==> src/rtl/cache_ctrl_param.sv <==
// rtl/cache_ctrl_param.sv - parametrised direct-mapped write-through cache controller
// One-word lines, internal memory-latency counter, optional write-allocate, saturating hit/miss counters.
module cache_ctrl_param #(
  parameter int ADDR_W      = 16,
  parameter int DATA_W      = 16,
  parameter int INDEX_W     = 4,
  parameter int MEM_LAT     = 4,
  parameter int WRITE_ALLOC = 0,
  parameter int CNT_W       = 16
) (
  input  logic              clk,
  input  logic              reset,
  input  logic              Strobe,
  input  logic              RW,
  input  logic [ADDR_W-1:0] Addr,
  input  logic [DATA_W-1:0] WData,
  input  logic              flush,
  output logic              Rdy,
  output logic [DATA_W-1:0] RData,
  output logic              MStrobe,
  output logic              MRW,
  output logic [ADDR_W-1:0] MAddr,
  output logic [DATA_W-1:0] MWData,
  input  logic [DATA_W-1:0] MRData,
  output logic [CNT_W-1:0]  hit_cnt,
  output logic [CNT_W-1:0]  miss_cnt
);

  localparam int LINES = 1 << INDEX_W;
  localparam int TAG_W = ADDR_W - INDEX_W;
  localparam int LAT_W = (MEM_LAT > 1) ? $clog2(MEM_LAT) : 1;

  typedef enum logic [2:0] {
    IDLE,
    LOOKUP,
    MEM_REQ,
    MEM_WAIT,
    DONE
  } state_t;

  state_t state, state_nx;

  logic              req_rw;
  logic [ADDR_W-1:0] req_addr;
  logic [DATA_W-1:0] req_wdata;
  logic              req_hit;
  logic [LAT_W-1:0]  lat_cnt;

  logic [LINES-1:0]  valid;
  logic [TAG_W-1:0]  tag_mem  [LINES];
  logic [DATA_W-1:0] data_mem [LINES];

  logic [INDEX_W-1:0] req_idx;
  logic [TAG_W-1:0]   req_tag;
  logic               lookup_hit;
  logic               accept;
  logic               mem_last;
  logic               line_we;
  logic [DATA_W-1:0]  line_wdata;

  assign req_idx    = req_addr[INDEX_W-1:0];
  assign req_tag    = req_addr[ADDR_W-1:INDEX_W];
  assign lookup_hit = valid[req_idx] && (tag_mem[req_idx] == req_tag);
  assign accept     = (state == IDLE) && !flush && Strobe;
  assign mem_last   = (state == MEM_WAIT) && (lat_cnt == '0);

  // A write miss without allocation completes the memory write but leaves the array alone.
  assign line_we    = mem_last && (!req_rw || req_hit || (WRITE_ALLOC != 0));
  assign line_wdata = req_rw ? req_wdata : MRData;

  always_ff @(posedge clk or posedge reset) begin
    if (reset) state <= IDLE;
    else       state <= state_nx;
  end

  always_comb begin
    state_nx = state;
    Rdy      = 1'b0;
    MStrobe  = 1'b0;
    MRW      = 1'b0;
    MAddr    = '0;
    MWData   = '0;
    if (state != IDLE) begin
      MRW    = req_rw;
      MAddr  = req_addr;
      MWData = req_wdata;
    end
    case (state)
      IDLE:     if (accept) state_nx = LOOKUP;
      LOOKUP:   state_nx = (!req_rw && lookup_hit) ? DONE : MEM_REQ;
      MEM_REQ: begin
        MStrobe  = 1'b1;
        state_nx = MEM_WAIT;
      end
      MEM_WAIT: if (lat_cnt == '0) state_nx = DONE;
      DONE: begin
        Rdy      = 1'b1;
        state_nx = IDLE;
      end
      default:  state_nx = IDLE;
    endcase
  end

  always_ff @(posedge clk or posedge reset) begin
    if (reset) begin
      req_rw    <= 1'b0;
      req_addr  <= '0;
      req_wdata <= '0;
      req_hit   <= 1'b0;
      lat_cnt   <= '0;
      valid     <= '0;
      RData     <= '0;
      hit_cnt   <= '0;
      miss_cnt  <= '0;
    end else begin
      if (state == IDLE && flush) valid <= '0;
      if (accept) begin
        req_rw    <= RW;
        req_addr  <= Addr;
        req_wdata <= WData;
      end
      if (state == LOOKUP) begin
        req_hit <= lookup_hit;
        if (lookup_hit) begin
          if (hit_cnt != '1) hit_cnt <= hit_cnt + CNT_W'(1);
        end else begin
          if (miss_cnt != '1) miss_cnt <= miss_cnt + CNT_W'(1);
        end
        if (!req_rw && lookup_hit) RData <= data_mem[req_idx];
      end
      if (state == MEM_REQ) lat_cnt <= LAT_W'(MEM_LAT - 1);
      if (state == MEM_WAIT && lat_cnt != '0) lat_cnt <= lat_cnt - LAT_W'(1);
      if (line_we) valid[req_idx] <= 1'b1;
      if (mem_last && !req_rw) RData <= MRData;
    end
  end

  // Tag and data contents need no reset; valid bits gate every use.
  always_ff @(posedge clk) begin
    if (line_we) begin
      tag_mem[req_idx]  <= req_tag;
      data_mem[req_idx] <= line_wdata;
    end
  end

endmodule

==> config.mk <==
export PLATFORM = sky130hd
export DESIGN_NAME = cache_ctrl_param
export DESIGN_NICKNAME = d
export VERILOG_FILES = /design/src/rtl/cache_ctrl_param.sv
export SDC_FILE = /design/constraint.sdc
export NUM_CORES = 1
export LEC_CHECK = 0
export ABC_AREA = 1
export CELL_PAD_IN_SITES_DETAIL_PLACEMENT = 1
export CELL_PAD_IN_SITES_GLOBAL_PLACEMENT = 2
export CORE_MARGIN = 3
export CORE_UTILIZATION = 25
export DETAILED_ROUTE_END_ITERATION = 8
export PLACE_DENSITY = 0.58
export RECOVER_POWER = 50
export SLEW_MARGIN = 25
export SYNTH_ARGS = -nofsm -noshare
export SYNTH_HDL_FRONTEND = slang
export SYNTH_SLANG_ARGS = --single-unit
export TNS_END_PERCENT = 10
==> constraint.sdc <==
create_clock -name clk -period 9.72 [get_ports clk]
set_input_delay 0.972 -clock clk [delete_from_list [all_inputs] [get_ports clk]]
set_output_delay 0.972 -clock clk [all_outputs]
set_load 0.01 [all_outputs]
# ---- Yosys cells after proc, flatten, opt, wreduce, memory -nomap -nowiden
# Memory sizes are Yosys's and may differ from the RTL's. A register that Yosys moved wholly into a read port is not among the register bits.
# Cells that the tools add are included.
dict set report classes {
  eq_ne 9
  n_addsub 3
  muxes 20
  bitwise 2
  magnitude_cmp 2
  reduce_logical 24
}
# cell count
set ops {}
lappend ops {{$mux W16} 5}
lappend ops {{$add A16 B1 Y16 const B} 2}
lappend ops {{$ne A16 B16 Y1 const B} 2}
lappend ops {{$or A16 B16 Y16} 1}
lappend ops {{$eq A12 B12 Y1} 1}
lappend ops {{$pmux W3 S4} 1}
lappend ops {{$logic_and A1 B1 Y1} 10}
lappend ops {{$mux W3} 3}
lappend ops {{$reduce_bool A2 Y1} 4}
lappend ops {{$mux W1} 7}
lappend ops {{$eq A3 B2 Y1 const B} 2}
lappend ops {{$reduce_and A3 Y1} 2}
lappend ops {{$lt A4 B5 Y1 const B} 1}
lappend ops {{$bmux W1 S4} 1}
lappend ops {{$demux W1 S4} 1}
lappend ops {{$ge A4 B1 Y1 const B} 1}
lappend ops {{$mux W2} 2}
lappend ops {{$reduce_and A2 Y1} 2}
lappend ops {{$eq A3 B1 Y1 const B} 1}
lappend ops {{$eq A3 B3 Y1 const B} 1}
lappend ops {{$logic_not A3 Y1} 1}
lappend ops {{$reduce_bool A3 Y1} 1}
lappend ops {{$logic_not A1 Y1} 2}
lappend ops {{$logic_not A2 Y1} 1}
lappend ops {{other kinds (5)} 5}
dict set report word_totals {
  output_inout_bits 83
  input_bits 53
  word_cells 71
  mem_count 2
  reg_bits 87
  ramBits 448
}
# memory words width read_ports rd_ports_with_merged_regs write_ports line_no
set mem_list {}
lappend mem_list {data_mem 16 16 1 1 1 51} ;# logic [DATA_W-1:0] data_mem [LINES];
lappend mem_list {tag_mem 16 12 1 0 1 50} ;# logic [TAG_W-1:0] tag_mem [LINES];

# ---- Longest topological paths before layout
dict set report logic_depth {
  word_depth 6
  depth_mapped 23
  ltp_nobuf 20
}

# ---- Worst setup path before layout
# OpenSTA, ideal clock, no wires.
dict set report synth_path {
  kind {register to register}
  start {register req_addr[0]}
  end {memory data_mem[10][0] (enable)}
  setup_slack_ns 6.500
  required_ns 9.307
  n_path_buf 4
  setup_time_ns 0.413
  period_less_slack_ns 3.220
  arrival_time_ns 2.807
  stages_incl_launch_ff 10
  path_cell_list {dfrtp_1 -> buf_6 -> inv_6 -> nand2_2 -> inv_4 -> buf_6 -> clkbuf_1 -> buf_1 -> nand2_1 -> nor2_1}
}
# element line_no
set synth_lines {}
lappend synth_lines {{start, declared} 44} ;# logic [ADDR_W-1:0] req_addr;
lappend synth_lines {{start signal, assigned} 119} ;# req_addr <= Addr;
lappend synth_lines {{end, declared} 51}
# Straight into the memory's write port.

==> flow_summary_export.csv <==
group,metric,value,unit
route,vias_per_cell,4.708,
clock_tree,hold_buffers,0,
global_routing,grt_start_max_net_pins,92,
power_and_ir_drop,p_leak,10.60,nW
floorplanning,die_w,310.0,um
final_layout,fin_nets,2302,
clock_tree,clk_latency,650,ps
synthesis,yosysWarnings,0,
critical_path,worstPathMaxFanout,67,
floorplanning,dieArea,96090,sq um
power_and_ir_drop,p_sw,0.003415,W
floorplanning,core,90840,sq um
floorplanning,row_count,110,
final_layout,fin_area,28180,sq um
timing,worst_slew_pin_slew,4231,ps
synthesis,synth_top_area_share,58.24,%
timing,drv_slew,176,
global_routing,grt_pass1_wl,116.1,mm
synthesis,synthFlopType,"edfxtp_1",
timing,finalSetupViolCount,0,
power_and_ir_drop,power_frac_seq,37.7,%
synthesis,synthArstFlopShare,18.69,%
timing,period_share,61.98,%
clock_tree,cts_root_buf,"clkbuf_16",
power_and_ir_drop,power_density,306.9,nW/um^2
timing,clock_skew,32.71,ps
critical_path,critPathKind,"in2async",
job,cap_violations,4,
clock_tree,htreeDepth,2,
clock_tree,cts_buffer_depth,3,
critical_path,critical-path-top-delay-family,"buffers and inverters",
power_and_ir_drop,internal_power,0.005233,W
global_routing,grt_pass1_vias,17043,
synthesis,synth.top_cells.by_count,"nand2_1 (743), edfxtp_1 (448), nor2_1 (128)",
synthesis,ys_ff_latch,551,
global_routing,grt_use_total,16.28,%
synthesis,synth-edff-count,448,
min_path,hold_class,"reg2reg",
clock_tree,ctsResizeCount,0,
route,vias,16356,
global_routing,antenna_found_initial,1,
floorplanning,start_util,25.43,%
clock_tree,cts_setup_buffers,0,
route,dr.first_iter.drc_count,1275,
timing,rsz0062_at_grt,"no",
critical_path,max_stage_delay,3030,ps
synthesis,synthesis.nets,2148,
route,drt_wl_total,79.28,mm
power_and_ir_drop,ir_drop,156.4,uV
synthesis,netlist_area,23100,sq um
floorplanning,die_y,310.0,um
route,drt_first_pass_iters,5,
final_layout,drive_above_1_share,7.746,%
route,ant_nets,0,
synthesis,synthTopCellsByArea,"edfxtp_1 (58%), nand2_1 (12%), dfrtp_1 (11%)",
placed_design,routabilityCongestion,0.8014,
synthesis,synth_most_common_cell,"nand2_1",
power_and_ir_drop,combinationalPowerShare,34.6,%
timing,finalHoldViolations,0,
power_and_ir_drop,clkPwrFrac,27.6,%
critical_path,crit_chain,"dlygate4sd3_1, clkinvlp_2, clkbuf_1",
critical_path,arrival,5780,ps
critical_path,crit_slowest_cell,"clkbuf_1",
final_layout,diodes,0,
clock_tree,cts_sinks,551,
power_and_ir_drop,power.total,0.008648,W
placed_design,hpwl,51.01,mm
final_layout,syn2layout_area_growth,21.97,%
floorplanning,ios,136,
critical_path,crit_path_end_kind,"asynchronous set/reset pin",
timing,slew_headroom,-182.0,%
critical_path,critPathRequiredTime,9480,ps
timing,min_period,6025,ps
synthesis,synth_cell_types,38,
placed_design,portBuffers,135,
timing,tns,0,ps
clock_tree,clk_pin_slew,60,ps
timing,clock.fmax,0.1660,GHz
synthesis,synth_cells,2092,
critical_path,cp-start-kind,"input port",
clock_tree,cts_buffers,60,
synthesis,synth_area_per_cell,11.04,sq um
global_routing,grt-ovfl-total,0,
critical_path,path_buf_inv,3,
synthesis,seq_area_frac_synth,69.39,%
route,drcViolationCount,0,
clock_tree,cts_tree,"yes",
status,status,"finished, violations left",
placed_design,placed_area,26210,sq um
synthesis,synth_area_leader_cell,"edfxtp_1",
route,wl_per_cell,22.82,um
status,violations,"max-capacitance violations, max-slew violations",
power_and_ir_drop,swShare,39.49,%
## kinds of logic (layout without fill, tap and decap cells)
| family | count (synthesis) | after routing | synth area share, % |
|---|---|---|---|
| AND/OR/NAND/NOR | 1030 | 1030 | 18.20 |
| XOR/XNOR | 21 | 21 | 0.7962 |
| adder cells (fa/ha/maj) | 3 | 3 | 0.1625 |
| flip-flops | 551 | 551 | 69.39 |
| AO/OA/AOI/OAI | 285 | 285 | 7.561 |
| buffers and inverters | 202 | 408 | 3.883 |
## tightest hold or removal path: stages (launching register included)
cell	delay (ps)
dfrtp_1	340
nand3_1	80
nand2_1	60
## area by class of cell
class | instances | area, sq um
repair buffers | 187 | 1903
well taps | 1176 | 1471
fillers | 10064 | 62660
inverters | 107 | 412.9
multi-input cells | 1339 | 6302
clock inverters | 43 | 460.4
clock buffers | 71 | 1594
flip-flops and latches | 551 | 16030
## flip-flops by register name, summed over array words and instances, names as in the netlist
name and flops:
data_mem 256, tag_mem 192, RData 16, hit_cnt 16, miss_cnt 16, req_addr 16, req_wdata 16, valid 16
state 3, lat_cnt 2, req_hit 1, req_rw 1
## cell usage in the layout (no fill, tap or decap), drive strengths merged, types with 17 or more instances in the layout
master,count
nor2,136
nand4,26
nand3,87
nand2,750
inv,104
buf,33
dfrtp,103
clkinv,30
o22ai,17
clkbuf,90
nor3,21
dlygate4sd3,34
a21oi,78
xor2,18
o21ai,76
edfxtp,448
a22oi,101
clkdlybuf4s50,101
## power groups by stage
stage	Combinational [W]	Sequential [W]	Clock [W]
after CTS	0.00313	0.00326	0.00246
after global routing	0.00333	0.00330	0.00255
final	0.00299	0.00326	0.00239
after detailed placement	0.00312	0.00331	0
after floorplan	0.00175	0.00318	0
after global placement	0.00310	0.00330	0
## metrics by stage
| stage | setup WS [ps] | hold slack [ps] | util [%] | instances |
|---|---|---|---|---|
| after detailed placement | 4887 | 499.0 | 28.85 | 3360 |
| after CTS | 4871 | 510.9 | 31.11 | 3474 |
| after global placement | 4915 | 478.3 | 28.48 | 3347 |
| after global routing | 2508 | 536.3 | 31.02 | 3474 |
| final | 3695 | 502.1 | 31.02 | 3474 |
| after floorplan | 6044 | 459.2 | - | 2092 |
## worst paths after layout
path / to / slack (ps) / start / cells after the start
setup / recovery: req_wdata[1] / 3700 / reset / 3
hold / removal: RData[9] / 500 / RData[9] / 2
setup reg to reg: state[0] / 4840 / state[2] / 9
hold reg to reg: RData[9] / 500 / RData[9] / 2
max in group clk: MWData[8] / 4660 / state[2] / 6
min in group asynchronous: lat_cnt[1] / 1290 / reset / 2
## layer usage
metal	up-vias	track usage, %	part of all wire (%)
li1	7534	-	-
met1	8342	23.45	47
met2	372	25.69	46
met3	108	2.192	4.3
met4	0	4.609	2.5
met5	-	0	0
No activity file was read; power rests on OpenSTA's default activity.
